<file path="src/rtl/sdram_init_monitor.sv">
// SDRAM power-up sequence monitor.
// Watches the device-side command bus and checks the JEDEC initialization
// order (wait, PRECHARGE-all, auto-refreshes, LOAD MODE REGISTER) and its
// command spacing. It captures the programmed mode register, and reports
// either completion or the first error seen (sticky until reset).
module sdram_init_monitor #(
  parameter int SDRAM_ADDR_WIDTH = 12,
  parameter int tINIT_CYCLE      = 10000,
  parameter int tRP_CYCLE        = 3,
  parameter int tRFC_CYCLE       = 7,
  parameter int tMRD_CYCLE       = 2,
  parameter int INIT_REF_CNT     = 8
) (
  input  logic                        clk,
  input  logic                        reset,
  input  logic                        sdram_cs_n,
  input  logic                        sdram_ras_n,
  input  logic                        sdram_cas_n,
  input  logic                        sdram_we_n,
  input  logic                        sdram_cke,
  input  logic [SDRAM_ADDR_WIDTH-1:0] sdram_addr,
  output logic                        init_ok,
  output logic                        init_err,
  output logic [2:0]                  err_code,
  output logic [SDRAM_ADDR_WIDTH-1:0] mode_reg,
  output logic [7:0]                  ref_count
);

  // Counter widths and saturation points.
  localparam int INIT_W   = $clog2(tINIT_CYCLE + 1);
  localparam int GAP_MAX0 = (tRP_CYCLE > tRFC_CYCLE) ? tRP_CYCLE : tRFC_CYCLE;
  localparam int GAP_MAX  = (GAP_MAX0 > tMRD_CYCLE) ? GAP_MAX0 : tMRD_CYCLE;
  localparam int GAP_W    = $clog2(GAP_MAX + 1);

  localparam logic [INIT_W-1:0] INIT_SAT = INIT_W'(tINIT_CYCLE);
  localparam logic [GAP_W-1:0]  GAP_SAT  = GAP_W'(GAP_MAX);
  localparam logic [GAP_W-1:0]  TRP_G    = GAP_W'(tRP_CYCLE);
  localparam logic [GAP_W-1:0]  TRFC_G   = GAP_W'(tRFC_CYCLE);
  localparam logic [GAP_W:0]    TMRD_X   = (GAP_W + 1)'(tMRD_CYCLE);
  localparam logic [7:0]        REF_MIN  = 8'((INIT_REF_CNT > 255) ? 255 : INIT_REF_CNT);

  // Error codes.
  localparam logic [2:0] ERR_NONE   = 3'd0;
  localparam logic [2:0] ERR_EARLY  = 3'd1;
  localparam logic [2:0] ERR_ORDER  = 3'd2;
  localparam logic [2:0] ERR_TIMING = 3'd3;
  localparam logic [2:0] ERR_MODE   = 3'd4;

  // Command encodings {cs_n, ras_n, cas_n, we_n}.
  localparam logic [3:0] CMD_NOP = 4'b0111;
  localparam logic [3:0] CMD_PRE = 4'b0010;
  localparam logic [3:0] CMD_REF = 4'b0001;
  localparam logic [3:0] CMD_LMR = 4'b0000;

  typedef enum logic [5:0] {
    ST_PWR_WAIT = 6'b000001,
    ST_PRE_WAIT = 6'b000010,
    ST_REF      = 6'b000100,
    ST_LMR_WAIT = 6'b001000,
    ST_READY    = 6'b010000,
    ST_ERROR    = 6'b100000
  } state_e;

  // With a single-cycle tMRD, init_ok must already be high in the cycle after
  // the LMR, so the wait state is skipped.
  localparam state_e LMR_NEXT = (tMRD_CYCLE <= 1) ? ST_READY : ST_LMR_WAIT;

  // Mode register legality: CAS latency 2/3, burst length 1/2/4/8 or full
  // page (sequential only), and standard operating mode.
  function automatic logic mode_ok(input logic [8:0] a);
    logic cl_ok;
    logic bl_ok;
    cl_ok = (a[6:4] == 3'd2) || (a[6:4] == 3'd3);
    bl_ok = (a[2:0] <= 3'd3) || ((a[2:0] == 3'd7) && (a[3] == 1'b0));
    return cl_ok && bl_ok && (a[8:7] == 2'b00);
  endfunction

  state_e                      state_q, state_d;
  logic [INIT_W-1:0]           init_cnt_q, init_cnt_d;
  logic [GAP_W-1:0]            gap_q, gap_d;
  logic [2:0]                  err_code_q, err_code_d;
  logic [SDRAM_ADDR_WIDTH-1:0] mode_reg_q, mode_reg_d;
  logic [7:0]                  ref_count_q, ref_count_d;
  logic                        init_ok_q, init_ok_d;
  logic                        init_err_q, init_err_d;

  logic [3:0]       cmd_s;
  logic             is_idle_s;
  logic             is_pre_s;
  logic             is_ref_s;
  logic             is_lmr_s;
  logic [GAP_W:0]   gap_inc_s;

  // Command decode; a deasserted CKE makes the cycle an inhibit.
  always_comb begin
    cmd_s     = {sdram_cs_n, sdram_ras_n, sdram_cas_n, sdram_we_n};
    is_idle_s = !sdram_cke || sdram_cs_n || (cmd_s == CMD_NOP);
    is_pre_s  = !is_idle_s && (cmd_s == CMD_PRE);
    is_ref_s  = !is_idle_s && (cmd_s == CMD_REF);
    is_lmr_s  = !is_idle_s && (cmd_s == CMD_LMR);
    gap_inc_s = {1'b0, gap_q} + (GAP_W + 1)'(1);
  end

  // Power-up wait counter and command spacing counter.
  always_comb begin
    init_cnt_d = init_cnt_q;
    gap_d      = gap_q;
    if (init_cnt_q < INIT_SAT) begin
      init_cnt_d = init_cnt_q + INIT_W'(1);
    end else begin
      init_cnt_d = init_cnt_q;
    end
    if (!is_idle_s) begin
      gap_d = GAP_W'(1);
    end else if (gap_q < GAP_SAT) begin
      gap_d = gap_q + GAP_W'(1);
    end else begin
      gap_d = gap_q;
    end
  end

  // Sequence FSM next-state, error capture and mode/refresh bookkeeping.
  always_comb begin
    state_d     = state_q;
    err_code_d  = err_code_q;
    mode_reg_d  = mode_reg_q;
    ref_count_d = ref_count_q;
    case (state_q)
      ST_PWR_WAIT: begin
        if (is_idle_s) begin
          state_d = ST_PWR_WAIT;
        end else if (init_cnt_q < INIT_SAT) begin
          state_d    = ST_ERROR;
          err_code_d = ERR_EARLY;
        end else if (is_pre_s && sdram_addr[10]) begin
          state_d = ST_PRE_WAIT;
        end else begin
          state_d    = ST_ERROR;
          err_code_d = ERR_ORDER;
        end
      end
      ST_PRE_WAIT: begin
        if (is_idle_s) begin
          state_d = ST_PRE_WAIT;
        end else if (is_ref_s && (gap_q >= TRP_G)) begin
          state_d     = ST_REF;
          ref_count_d = 8'd1;
        end else if (is_ref_s) begin
          state_d    = ST_ERROR;
          err_code_d = ERR_TIMING;
        end else begin
          state_d    = ST_ERROR;
          err_code_d = ERR_ORDER;
        end
      end
      ST_REF: begin
        if (is_idle_s) begin
          state_d = ST_REF;
        end else if (gap_q < TRFC_G) begin
          state_d    = ST_ERROR;
          err_code_d = ERR_TIMING;
        end else if (is_ref_s) begin
          if (ref_count_q != 8'hFF) begin
            ref_count_d = ref_count_q + 8'd1;
          end else begin
            ref_count_d = ref_count_q;
          end
        end else if (is_lmr_s && (ref_count_q >= REF_MIN)) begin
          if (mode_ok(sdram_addr[8:0])) begin
            state_d    = LMR_NEXT;
            mode_reg_d = sdram_addr;
          end else begin
            state_d    = ST_ERROR;
            err_code_d = ERR_MODE;
          end
        end else begin
          state_d    = ST_ERROR;
          err_code_d = ERR_ORDER;
        end
      end
      ST_LMR_WAIT: begin
        // Leave one cycle early so init_ok is visible exactly tMRD after LMR.
        if (!is_idle_s) begin
          state_d    = ST_ERROR;
          err_code_d = ERR_TIMING;
        end else if (gap_inc_s >= TMRD_X) begin
          state_d = ST_READY;
        end else begin
          state_d = ST_LMR_WAIT;
        end
      end
      ST_READY: begin
        state_d = ST_READY;
      end
      ST_ERROR: begin
        state_d = ST_ERROR;
      end
      default: begin
        state_d    = ST_PWR_WAIT;
        err_code_d = ERR_NONE;
      end
    endcase
    init_ok_d  = (state_d == ST_READY);
    init_err_d = (state_d == ST_ERROR);
  end

  // State and output registers with synchronous reset.
  always_ff @(posedge clk) begin
    if (reset) begin
      state_q     <= ST_PWR_WAIT;
      init_cnt_q  <= '0;
      gap_q       <= GAP_SAT;
      err_code_q  <= ERR_NONE;
      mode_reg_q  <= '0;
      ref_count_q <= 8'd0;
      init_ok_q   <= 1'b0;
      init_err_q  <= 1'b0;
    end else begin
      state_q     <= state_d;
      init_cnt_q  <= init_cnt_d;
      gap_q       <= gap_d;
      err_code_q  <= err_code_d;
      mode_reg_q  <= mode_reg_d;
      ref_count_q <= ref_count_d;
      init_ok_q   <= init_ok_d;
      init_err_q  <= init_err_d;
    end
  end

  assign init_ok   = init_ok_q;
  assign init_err  = init_err_q;
  assign err_code  = err_code_q;
  assign mode_reg  = mode_reg_q;
  assign ref_count = ref_count_q;

endmodule

</file>
<file path="config.mk">
export PLATFORM = sky130hd
export DESIGN_NAME = sdram_init_monitor
export DESIGN_NICKNAME = d
export VERILOG_FILES = /design/src/rtl/sdram_init_monitor.sv
export SDC_FILE = /design/constraint.sdc
export NUM_CORES = 1
export LEC_CHECK = 0
export CORE_AREA = 2 2 83 85
export DETAILED_ROUTE_END_ITERATION = 12
export DIE_AREA = 0 0 85 87
export PLACE_DENSITY = 0.68
export SLEW_MARGIN = 20
export SYNTH_ARGS = -nofsm -noshare
export SYNTH_HDL_FRONTEND = slang
export SYNTH_SLANG_ARGS = --single-unit
export TNS_END_PERCENT = 5
</file>
<file path="constraint.sdc">
create_clock -name clk -period 2.25 [get_ports clk]
set_input_delay 0.225 -clock clk [delete_from_list [all_inputs] [get_ports clk]]
set_output_delay 0.225 -clock clk [all_outputs]
set_load 0.005 [all_outputs]
</file>
# Word level (Yosys, flattened, before mapping)
# Cells that the tools add are included.
[totals] output_inout_bits=25 input_bits=19 wordCells=110 register_bits=48
[classes] bitwise=5 add_sub_neg=4 n_reduce_logical=23 magnitude_cmp=6 n_mux=35 eq_ne=28
[op_table] op="$mux W6" n=11
[op_table] op="$mux W8" n=6
[op_table] op="$mux W3" n=13
[op_table] op="$pmux W6 S6" n=1
[op_table] op="$ne A2 B2 Y1 const B" n=9
[op_table] op="$pmux W8 S2" n=1
[op_table] op="$pmux W3 S5" n=1
[op_table] op="$add A14 B1 Y14 const B" n=1
[op_table] op="$lt A14 B14 Y1 const B" n=1
[op_table] op="$eq A6 B5 Y1 const B" n=2
[op_table] op="$eq A6 B6 Y1 const B" n=2
[op_table] op="$logic_and A1 B1 Y1" n=9
[op_table] op="$reduce_and A9 Y1" n=1
[op_table] op="$add A8 B1 Y8 const B" n=1
[op_table] op="$ge A8 B4 Y1 const B" n=1
[op_table] op="$ne A8 B8 Y1 const B" n=1
[op_table] op="$reduce_and A7 Y1" n=1
[op_table] op="$eq A3 B2 Y1 const B" n=2
[op_table] op="$eq A6 B1 Y1 const B" n=1
[op_table] op="$eq A6 B2 Y1 const B" n=1
[op_table] op="$eq A6 B3 Y1 const B" n=1
[op_table] op="$eq A6 B4 Y1 const B" n=1
[op_table] op="$ne A3 B3 Y1 const B" n=2
[op_table] op="$reduce_and A6 Y1" n=1
[op_table] op="other kinds (21)" n=30

# Longest topological paths before layout
# Gate-level depths: netlist of run 1.
[depth] ltp_word=12 depth_mapped=8 mapped_depth_nobuf=7

# Worst setup path before layout of run 1
# OpenSTA, ideal clock, no wires.
[synth_path] kind="reg-to-reg" start="register state_q[4]" end="register ref_count_q[5] (netlist: ref_count[5])" setup_ns=0.070 t_required_ns=2.180 arrival_ns=1.915 path_stages_with_launch=7 n_path_buf=1 period_less_slack_ns=1.985 slack_ns=0.265 cell_sequence="dfxtp_1 -> buf_6 -> or4b_4 -> nor4_4 -> a32oi_2 -> or4_1 -> a21oi_1"
[synth_via] elab_chain_len=3 word_cells_on_any_way=11 cone_classes="8 x eq/ne; 1 x mux; 2 x reduce/logical"
[synth_lines] item="from (decl)" line_no="78" source="state_e state_q, state_d;"
[synth_lines] item="from (signal assigned)" line_no="219" source="state_q <= state_d;"
[synth_lines] item="$eq A6 B3 Y1 / $eq A6 B2 Y1 (equally long branches)" line_no="128" source="case (state_q)"
[synth_lines] item="$ne A2 B2 Y1 (no line) / $reduce_bool A2 Y1 (equally long branches)"
[synth_lines] item="$reduce_and A7 Y1 (no line)"
[synth_lines] item="to (signal assigned)" line_no="224" source="ref_count_q <= ref_count_d;"
[synth_lines] item="to (decl)" line_no="83" source="logic [7:0] ref_count_q, ref_count_d;"
# Parallel ways exist; a longest one is shown, timed or not.
# A chain may end at the register's enable or synchronous reset.

# Worst setup path in the final report of run 1
[layout_path] start="register state_q[5]" end="register ref_count_q[5] (netlist: ref_count[5])"
# Same word-level chain as after synthesis.

==> results of run 1 <==
[final timing paths]
kind	end	slack [ps]
worst max register to register	ref_count[5]	100
worst min-delay path	mode_reg[6]	470
worst max-delay path	ref_count[5]	100
worst min register to register	mode_reg[6]	470
[critical path, stage by stage (launching register included)]
cell and delay [ps]:
sky130_fd_sc_hd__dfxtp_1 360, sky130_fd_sc_hd__or4_4 600, sky130_fd_sc_hd__nor3_4 270, sky130_fd_sc_hd__a32oi_4 200, sky130_fd_sc_hd__or4_1 490, sky130_fd_sc_hd__a21oi_1 160
[cells by family after synthesis]
family | after synthesis
AO/OA/AOI/OAI | 54
multiplexers | 12
AND/OR/NAND/NOR | 128
buffers and inverters | 20
adder cells (fa/ha/maj) | 6
flip-flops | 48
XOR/XNOR | 12
[synthesized netlist by cell type (4+ instances only)]
| cell | n |
|---|---|
| sky130_fd_sc_hd__dfxtp_1 | 48 |
| sky130_fd_sc_hd__nor2_1 | 36 |
| sky130_fd_sc_hd__a21oi_1 | 15 |
| sky130_fd_sc_hd__nand2_1 | 14 |
| sky130_fd_sc_hd__mux2i_1 | 11 |
| sky130_fd_sc_hd__nand3_1 | 11 |
| sky130_fd_sc_hd__o21ai_0 | 11 |
| sky130_fd_sc_hd__xnor2_1 | 9 |
| sky130_fd_sc_hd__inv_1 | 7 |
| sky130_fd_sc_hd__or3_1 | 7 |
| sky130_fd_sc_hd__buf_2 | 6 |
| sky130_fd_sc_hd__ha_1 | 6 |
| sky130_fd_sc_hd__nand2b_1 | 6 |
| sky130_fd_sc_hd__nor3_1 | 6 |
| sky130_fd_sc_hd__nor4_1 | 6 |
| sky130_fd_sc_hd__clkbuf_1 | 5 |
| sky130_fd_sc_hd__a21o_1 | 4 |
| sky130_fd_sc_hd__a31oi_1 | 4 |
| sky130_fd_sc_hd__and3_1 | 4 |
| sky130_fd_sc_hd__nand4_1 | 4 |
| sky130_fd_sc_hd__nor2b_1 | 4 |
| sky130_fd_sc_hd__nor3b_1 | 4 |
| sky130_fd_sc_hd__o21a_1 | 4 |
[layout by cell type, fill, tap and decap left out, drive strengths merged, types with 5 or more instances in the layout]
cell type,n
nor2,36
xnor2,9
nand2,14
inv,8
buf,34
clkbuf,6
ha,6
clkdlybuf4s50,43
o21ai,11
dfxtp,48
nand3,11
nor3,7
a21oi,16
or4,5
nor4,7
mux2i,11
or3,7
nand2b,6
[layout make-up]
class	instances	area (µm²)	area share, %
tap	80	100	3.04
inverter	7	26.3	0.797
clock buffer	6	82.6	2.50
clock inverter	2	13.8	0.417
multi-input combinational	212	1430	43.3
sequential	48	962	29.2
timing repair buffer	77	686	20.8
[through the flow]
step	setup WS [ps]	hold slack, ps	setup TNS [ps]	total power, W	utilization [%]
2_1_floorplan	265	372	0	0.00124	-
3_3_place_gp	-120	463	-895	0.00148	48.4
3_5_place_dp	-177	467	-1240	0.00148	48.4
4_1_cts	14.2	481	0	0.00205	49.9
5_1_grt	-10.5	488	-14.9	0.00215	50.2
6_report	95.2	475	0	0.00203	50.2
[layer usage]
layer  track usage (%)  vias up  share of wire, %
li1                  -     1161                 -
met1              21.7     1051                48
met2              27.5       47                47
met3              3.60        5               4.1
met4              5.19        0              0.92
met5                 0        -                 0
[what timing repair did]
item / 4_1_cts / 5_1_grt
hold buffers: 0 / 0
resized for setup: 0 / 3
setup endpoints to repair: 0 / 3
[power by group through the flow]
stage / Sequential, W / Clock (W) / Combinational [W]
2_1_floorplan: 0.000947 / 0 / 0.000295
6_report: 0.000944 / 0.000555 / 0.000527
3_3_place_gp: 0.000966 / 0 / 0.000516
4_1_cts: 0.000944 / 0.000578 / 0.000523
5_1_grt: 0.000952 / 0.000609 / 0.000589
3_5_place_dp: 0.000964 / 0 / 0.000520
==> flow_summary.json, run 1 <==
{
  "status": "finished clean",
  "grt_util_all_layers_pct": 16.6,
  "yosysTopAreaCellShare_pct": 39.0,
  "route.detailed.vias_per_inst": 5.24,
  "netlist_top_cells_area": "sky130_fd_sc_hd__dfxtp_1, sky130_fd_sc_hd__nor2_1, sky130_fd_sc_hd__mux2i_1",
  "final_cells": 432,
  "first_iter_violations": 144,
  "ys_seq_area_share_pct": 39.0,
  "clock_power_share_pct": 27.4,
  "cts-buffers-inserted": 5,
  "reg2reg_depth": 5,
  "leakage_power_of_the_design_nw": 1.20,
  "clock_insertion_delay_worst_skew_ps": 310,
  "synth-main-ff-cell": "sky130_fd_sc_hd__dfxtp_1",
  "cp-start-kind": "register",
  "critPathMaxFanout": 9,
  "placeableCoreArea_um2": 6570,
  "route.antenna.remaining_nets": 0,
  "htreeDepth": 2,
  "postRouteWirelength_um": 5850,
  "cts_tree": "built",
  "final_cell_area_um2": 3300,
  "drt_drc_violations_left": 0,
  "port-buffer-count": 43,
  "worstHoldStart": "mode_reg[6]",
  "placed_cell_area_um2": 3180,
  "largest_family_of_logic_cells_by_synthesized_area": "simple AND/OR/NAND/NOR gates",
  "grt_setup_unrepaired": "yes",
  "clock_transition_time_at_the_flip_flop_clock_pins_of_the_worst_setup_and_hold_paths_ps": 100,
  "comb_power_share_pct": 26.0,
  "largest_register_ff_count": 14,
  "final_max_slew_viol_count": 0,
  "achievable-frequency_ghz": 0.464,
  "worst_hold_path_type": "register to register",
  "vias": 2264,
  "cellPowerDensity_nw_per_um2": 614,
  "floorplan.io_pins": 44,
  "grt_remaining_overflow": 0,
  "fp-row-count": 30,
  "syn_inst": 280,
  "gpl.final_weighted_congestion": 0.851,
  "area_delta_synth_final_pct": 33.8,
  "cell_type_with_the_largest_total_area_after_synthesis": "sky130_fd_sc_hd__dfxtp_1",
  "maximum_number_of_pins_on_one_net_before_global_route_repair": 44,
  "clk_path_buf_depth": 2,
  "data_required_time_at_the_worst_endpoint_ps": 2490,
  "r2r-start": "state_q[5]",
  "layout.nets": 376,
  "period_minus_slack_ps": 2150,
  "cp_arrival_ps": 2390,
  "synth_compound_area_share_pct": 14.7,
  "grt_pass1_wl_um": 10000,
  "dr.pass1.iters": 4,
  "ir_drop_uv": 398,
  "crit_path_end_kind": "register",
  "syn_nets": 305,
  "yosys.area_share.xor_xnor_pct": 4.27,
  "cts-root-buf": "sky130_fd_sc_hd__clkbuf_8",
  "syn_area_per_cell_um2": 8.80,
  "criticalPathCategory": "register to register",
  "synthDistinctLibCells": 53,
  "mappedNetlistArea_um2": 2460,
  "synth_enable_flop_cells": 0,
  "layout.filler_cells": 630,
  "async_s_r_ff_share_synth_pct": 0,
  "startpoint": "state_q[5]",
  "grt_antenna_before_repair": 0,
  "setup_viol_count_final": 0,
  "hold_depth": 1,
  "initial_core_util_pct": 37.5,
  "fp.dieH_um": 87,
  "post_synth_fa_ha_maj_area_fraction_pct": 3.05,
  "final_hold_violating_endpoints": 0,
  "postCtsSetupBuffers": 0,
  "worst_skew_ps": 10.3,
  "internal_power_w": 0.00142,
  "layout-drive-gt1-share_pct": 16.8,
  "antenna_cells_inserted": 0,
  "placed_cells": 424,
  "via_count_of_the_first_global_routing_pass": 2211,
  "route.detailed.wl_per_inst_um": 13.5,
  "net-switching-power_w": 0.000602,
  "final.period_utilization_pct": 95.8,
  "die_area_um2": 7400,
  "p_sw_share_pct": 29.7,
  "synth_simple_gate_area_share_pct": 30.3,
  "seq_power_share_pct": 46.6,
  "synth.area.mux_share_pct": 4.93,
  "cap_violations": 0,
  "worst_max_slew_margin_expressed_relative_to_the_limit_pct": 67.2,
  "chipWidth_um": 85,
  "synth_seq_cells": 48,
  "yosysWarnings": 0,
  "cts_sinks": 48,
  "worstMarginPinSlew_ps": 489,
  "post-dp-hpwl_um": 4370
}
Power figures use the tool's default switching activity.
==> run 2: changes to the inputs <==
--- a/config.mk
+++ b/config.mk
@@ -6,7 +6,8 @@
 export NUM_CORES = 1
 export LEC_CHECK = 0
-export CORE_AREA = 2 2 83 85
+export ABC_AREA = 1
+export CORE_AREA = 2 2 86 88
 export DETAILED_ROUTE_END_ITERATION = 12
-export DIE_AREA = 0 0 85 87
+export DIE_AREA = 0 0 88 90
 export PLACE_DENSITY = 0.68
 export SLEW_MARGIN = 20
==> constraint.sdc (replaced) <==
create_clock -name clk -period 2.25 [get_ports clk]
set_input_delay 0.45 -clock clk [delete_from_list [all_inputs] [get_ports clk]]
set_output_delay 0.45 -clock clk [all_outputs]
set_load 0.005 [all_outputs]
==> flow_summary.json, run 2 <==
{
  "mostFrequentLayoutCell": "sky130_fd_sc_hd__nand2_1",
  "worst_skew_ps": 3.74,
  "final_cell_mix": "sky130_fd_sc_hd__nand2_1, sky130_fd_sc_hd__nor2_1, sky130_fd_sc_hd__dfxtp_1",
  "clk_path_buf_depth": 2,
  "reg2reg_depth": 10,
  "cellPowerDensity_nw_per_um2": 546,
  "cp-start-kind": "primary input",
  "synth_seq_cells": 48,
  "cts-buffers-inserted": 5,
  "layout-drive-gt1-share_pct": 8.74,
  "drt_drc_violations_left": 0,
  "final.period_utilization_pct": 82.2,
  "dr.pass1.iters": 4,
  "post_synth_most_frequent_cells": "sky130_fd_sc_hd__nand2_1, sky130_fd_sc_hd__nor2_1, sky130_fd_sc_hd__dfxtp_1, sky130_fd_sc_hd__inv_1, sky130_fd_sc_hd__nand3_1",
  "chipWidth_um": 88,
  "setup-tns-final_ps": 0,
  "regToRegSetupSlack_ps": 530,
  "route.detailed.vias_per_inst": 4.72,
  "worst_hold_path_type": "register to register",
  "mappedNetlistArea_um2": 2670,
  "area_delta_synth_final_pct": 24.2,
  "postCtsResizedCells": 0,
  "cts_tree": "built",
  "net-switching-power_w": 0.000566,
  "yosysTopAreaCellShare_pct": 36.0,
  "seq_power_share_pct": 50.7,
  "cp_arrival_ps": 2060,
  "via_count_of_the_first_global_routing_pass": 2403,
  "worst_max_slew_margin_expressed_relative_to_the_limit_pct": 74.2,
  "first_iter_violations": 136,
  "status": "finished clean",
  "worstHoldStart": "mode_reg[8]",
  "grt_pass1_wl_um": 10500,
  "initial_core_util_pct": 38.1,
  "die_area_um2": 7920,
  "postRouteWirelength_um": 5990,
  "grt_util_all_layers_pct": 16.3,
  "cap_violations": 0,
  "r2r-start": "gap_q[0]",
  "critPathMaxFanout": 11,
  "worstReg2RegEnd": "err_code[2]",
  "final_hold_violating_endpoints": 0,
  "clock_transition_time_at_the_flip_flop_clock_pins_of_the_worst_setup_and_hold_paths_ps": 100,
  "route.antenna.remaining_nets": 0,
  "cts-root-buf": "sky130_fd_sc_hd__clkbuf_8",
  "synth-main-ff-cell": "sky130_fd_sc_hd__dfxtp_1",
  "placeableCoreArea_um2": 7020,
  "crit_path_end_kind": "register",
  "synth.most_common_cell": "sky130_fd_sc_hd__nand2_1",
  "final_max_slew_viol_count": 0,
  "layout.nets": 459,
  "port-buffer-count": 43,
  "gpl.final_weighted_congestion": 0.907,
  "hold_depth": 2,
  "syn_inst": 386,
  "cell_type_with_the_largest_total_area_after_synthesis": "sky130_fd_sc_hd__dfxtp_1",
  "clock_insertion_delay_worst_skew_ps": 320,
  "postCtsSetupBuffers": 0,
  "data_required_time_at_the_worst_endpoint_ps": 2460,
  "ys_seq_area_share_pct": 36.0,
  "async_s_r_ff_share_synth_pct": 0,
  "internal_power_w": 0.00124,
  "clock_power_share_pct": 30.7,
  "antenna_cells_inserted": 0,
  "ir_drop_uv": 350,
  "holdBufCountCts": 0,
  "period_minus_slack_ps": 1850,
  "route.detailed.wl_per_inst_um": 11.2,
  "fp-row-count": 31,
  "post-dp-hpwl_um": 4580,
  "fp.dieH_um": 90,
  "vias": 2519,
  "synth_enable_flop_cells": 0,
  "fin_util_pct": 47.3,
  "grt_remaining_overflow": 0,
  "hold-path-endpoint": "mode_reg[8]",
  "cts_sinks": 48,
  "worstMarginPinSlew_ps": 387,
  "yosysWarnings": 0,
  "syn_nets": 411,
  "layout.filler_cells": 702,
  "grt_setup_unrepaired": "no",
  "maximum_number_of_pins_on_one_net_before_global_route_repair": 23,
  "comb_power_share_pct": 18.6,
  "hold_slack_ps": 466,
  "leakage_power_of_the_design_nw": 1.32,
  "floorplan.io_pins": 44,
  "p_sw_share_pct": 31.3,
  "netlist_top_cells_area": "sky130_fd_sc_hd__dfxtp_1, sky130_fd_sc_hd__nand2_1, sky130_fd_sc_hd__nor2_1",
  "htreeDepth": 2,
  "grt_antenna_before_repair": 0,
  "achievable-frequency_ghz": 0.541,
  "synthDistinctLibCells": 33,
  "syn_area_per_cell_um2": 6.92,
  "largest_register_ff_count": 14,
  "setup_viol_count_final": 0,
  "criticalPathCategory": "primary input to register"
}
## run 2: worst max path at each step
stage               from           end  depth (start not counted)
6_report       sdram_cke   err_code[2]                         11
5_1_grt        sdram_cke    state_q[5]                         10
4_1_cts        sdram_cke   err_code[1]                         11
3_5_place_dp   sdram_cke   err_code[2]                         11
3_3_place_gp   sdram_cke  ref_count[6]                         10
2_1_floorplan  sdram_cke  ref_count[3]                         10
## run 2: cell type report
class | count | area, µm² | area share [%]
repair buffers | 48 | 468 | 14.1
clock inverters | 3 | 25.0 | 0.754
well taps | 99 | 124 | 3.73
multi-input cells | 283 | 1490 | 44.9
clock buffers | 5 | 68.8 | 2.07
flip-flops and latches | 48 | 961 | 29.0
inverters | 48 | 180 | 5.43
## run 2: power groups by stage
| stage | Sequential [W] | Clock (W) | Combinational, W |
|---|---|---|---|
| final | 0.000918 | 0.000557 | 0.000337 |
| after global routing | 0.000923 | 0.000602 | 0.000386 |
| after detailed placement | 0.000937 | 0 | 0.000337 |
| after CTS | 0.000918 | 0.000576 | 0.000340 |
| after floorplan | 0.000932 | 0 | 0.000233 |
| after global placement | 0.000936 | 0 | 0.000333 |
## run 2: cell families (layout without fill, tap and decap cells)
kind of cell	after synthesis	in the layout	share of synthesized area [%]
buf+inv	55	104	8.20
fa+ha+maj	6	6	2.81
xor+xnor	7	7	2.30
flops	48	48	36.0
compound gates	55	55	11.4
simple gates	215	215	39.3
## run 2: critical path, cell delays in order
cell                              delay, ps
sky130_fd_sc_hd__clkdlybuf4s50_1        450
sky130_fd_sc_hd__inv_1                   30
sky130_fd_sc_hd__nor2_1                 150
sky130_fd_sc_hd__nand2_2                120
sky130_fd_sc_hd__buf_4                  190
sky130_fd_sc_hd__nand2_1                120
sky130_fd_sc_hd__nand3_1                 80
sky130_fd_sc_hd__nor2_1                 180
sky130_fd_sc_hd__nand3_2                130
sky130_fd_sc_hd__nand2_1                 90
sky130_fd_sc_hd__a21oi_1                 60
## run 2: routing by layer
metal / vias to the layer above / track usage, % / wire length (µm)
li1: 1347 / - / -
met1: 1122 / 20.7 / 2780
met2: 39 / 26.6 / 2860
met3: 11 / 2.75 / 214
met4: 0 / 6.92 / 137
met5: - / 0 / 0
## run 2: per-stage QoR
| stage | power [W] | cell area (µm²) | worst slack [ps] | cells |
|---|---|---|---|---|
| floorplan | 0.00116 | 2670 | 684 | 386 |
| global placement | 0.00127 | 3220 | 154 | 526 |
| detailed placement | 0.00127 | 3220 | 88.0 | 526 |
| CTS | 0.00183 | 3320 | 403 | 534 |
| global route | 0.00191 | 3320 | 236 | 534 |
| finish | 0.00181 | 3320 | 400 | 534 |
==> run 3: changes to the inputs <==
Settings changed: PLACE_DENSITY 0.68 to 0.7.
Clock period 2.25 ns to 1.6 ns, I/O delays scaled along.
==> flow_summary.json, run 3 (synthesized netlist as in run 2, its figures left out) <==
{
  "status": "finished clean",
  "fp-row-count": 31,
  "grt_remaining_overflow": 0,
  "grt_setup_unrepaired": "yes",
  "final_cell_mix": "sky130_fd_sc_hd__nand2_1, sky130_fd_sc_hd__nor2_1, sky130_fd_sc_hd__buf_4",
  "met3_wirelength_um": 250,
  "die_area_um2": 7920,
  "placeableCoreArea_um2": 7020,
  "largest_register_ff_count": 14,
  "route.antenna.remaining_nets": 0,
  "achievable-frequency_ghz": 0.628,
  "drt_drc_violations_left": 0,
  "period_minus_slack_ps": 1590,
  "grt_pass1_wl_um": 11700,
  "grt_util_all_layers_pct": 17.8,
  "final_cell_area_um2": 3890,
  "cts-root-buf": "sky130_fd_sc_hd__clkbuf_8",
  "clock_transition_time_at_the_flip_flop_clock_pins_of_the_worst_setup_and_hold_paths_ps": 90,
  "fp.dieH_um": 90,
  "cap_violations": 0,
  "finalPower_w": 0.00304,
  "route.detailed.wl_per_inst_um": 11.8,
  "postRouteWirelength_um": 6860,
  "cp-start-kind": "register",
  "layout.nets": 505,
  "leakage_power_of_the_design_nw": 1.65,
  "cp_arrival_ps": 1780,
  "hold_slack_ps": 460,
  "cp_cell_sequence": "ha_2 > ha_4 > a21oi_2 > nand2_2 > nand3_4 > nand2_1 > nor2_2 > nand3_2 > nand2_2 > a21oi_2",
  "gpl.final_weighted_congestion": 0.935,
  "cts_sinks": 48,
  "placed_cell_area_um2": 3460,
  "data_required_time_at_the_worst_endpoint_ps": 1790,
  "worst_hold_path_type": "register to register",
  "layout.filler_cells": 646,
  "route.detailed.vias_per_inst": 4.76,
  "cellPowerDensity_nw_per_um2": 781,
  "chipWidth_um": 88,
  "first_iter_violations": 170,
  "via_count_of_the_first_global_routing_pass": 2710,
  "worst_max_slew_margin_expressed_relative_to_the_limit_pct": 81.7,
  "area_delta_synth_final_pct": 45.8,
  "worst_skew_ps": 10.8,
  "setup_ws_ps": 7.36,
  "grt_antenna_before_repair": 0,
  "final_hold_violating_endpoints": 0,
  "clock_insertion_delay_worst_skew_ps": 310,
  "top_layer": "met4",
  "met2_length_um": 3470,
  "cts_tree": "built",
  "layout-drive-gt1-share_pct": 27.9,
  "post-dp-hpwl_um": 4930,
  "mostFrequentLayoutCell": "sky130_fd_sc_hd__nand2_1",
  "ir_drop_uv": 529,
  "maximum_number_of_pins_on_one_net_before_global_route_repair": 23,
  "dr.pass1.iters": 4,
  "criticalPathCategory": "register to register",
  "crit_path_end_kind": "register",
  "antenna_cells_inserted": 0,
  "critical-path-max-stage-delay_ps": 330,
  "clk_path_buf_depth": 2,
  "critPathSlowestCell": "sky130_fd_sc_hd__dfxtp_2",
  "dp_slack_ps": -425,
  "port-buffer-count": 43,
  "final_max_slew_viol_count": 0,
  "cts-buffers-inserted": 5,
  "worstMarginPinSlew_ps": 274,
  "route.layer.met1.wl_um": 3010,
  "vias": 2758,
  "critPathMaxFanout": 4,
  "htreeDepth": 2,
  "setup_viol_count_final": 0,
  "floorplan.io_pins": 44,
  "final.period_utilization_pct": 99.5,
  "fin_util_pct": 55.5,
  "initial_core_util_pct": 38.1
}
run 3: cell types whose count changed in the layout (fill, tap and decap cells not counted), sizes merged:
| cell | before | now |
|---|---|---|
| buf | 5 | 51 |
| dlymetal6s2s | 0 | 4 |
| clkinv | 0 | 1 |
| dlygate4sd2 | 0 | 4 |
| bufinv | 0 | 1 |
| clkdlybuf4s50 | 43 | 35 |
| clkinvlp | 1 | 2 |
| inv | 50 | 47 |
run 3: area by class of cell:
cell class                      count  area [µm²]  share of cell area [%]
Multi-Input combinational cell    283        1650                    42.5
Sequential cell                    48         981                    25.2
Timing Repair Buffer               94         837                    21.5
Inverter                           48         186                    4.79
Tap cell                           99         124                    3.18
Clock buffer                        5        68.8                    1.77
Clock inverter                      3        42.5                    1.09
run 3: per-layer routing:
layer / vias up / track usage (%)
met2: 59 / 30.6
met5: - / 0
met1: 1247 / 22.0
met3: 11 / 2.94
li1: 1441 / -
met4: 0 / 6.15
run 3: through the flow:
stage	setup TNS (ps)	instances
after floorplan	0	386
after global placement	-9400	558
after detailed placement	-10290	558
after CTS	-0.911	573
after global routing	-1100	580
final	0	580
run 3: timing repair:
| action | CTS | global route |
|---|---|---|
| hold buffers | 0 | 0 |
| cloned | 1 | 0 |
| gates resized for setup | 31 | 51 |
| setup buffers | 6 | 7 |
| pin swaps | 19 | 16 |
| endpoints found under the setup margin | 24 | 40 |
run 3: worst paths after layout:
check | cells after the start | slack, ps | from | to
min reg2reg | 2 | 460 | mode_reg[8] | mode_reg[8]
min | 2 | 460 | mode_reg[8] | mode_reg[8]
max | 10 | 7 | gap_q[1] | err_code[0]
max reg2reg | 10 | 7 | gap_q[1] | err_code[0]
run 3: where the power goes:
group          switching (W)  total (W)  leakage (nW)  internal (W)
sequential         0.0000448    0.00129         0.394       0.00125
clock               0.000419   0.000882        0.0541      0.000463
combinational       0.000436   0.000865          1.20      0.000430
run 3: worst max-delay path: cells and delay by family (launching register included):
kind / cells / cell delay, ps
fa+ha+maj: 2 / 340
simple gates: 6 / 640
flops: 1 / 330
compound gates: 2 / 160
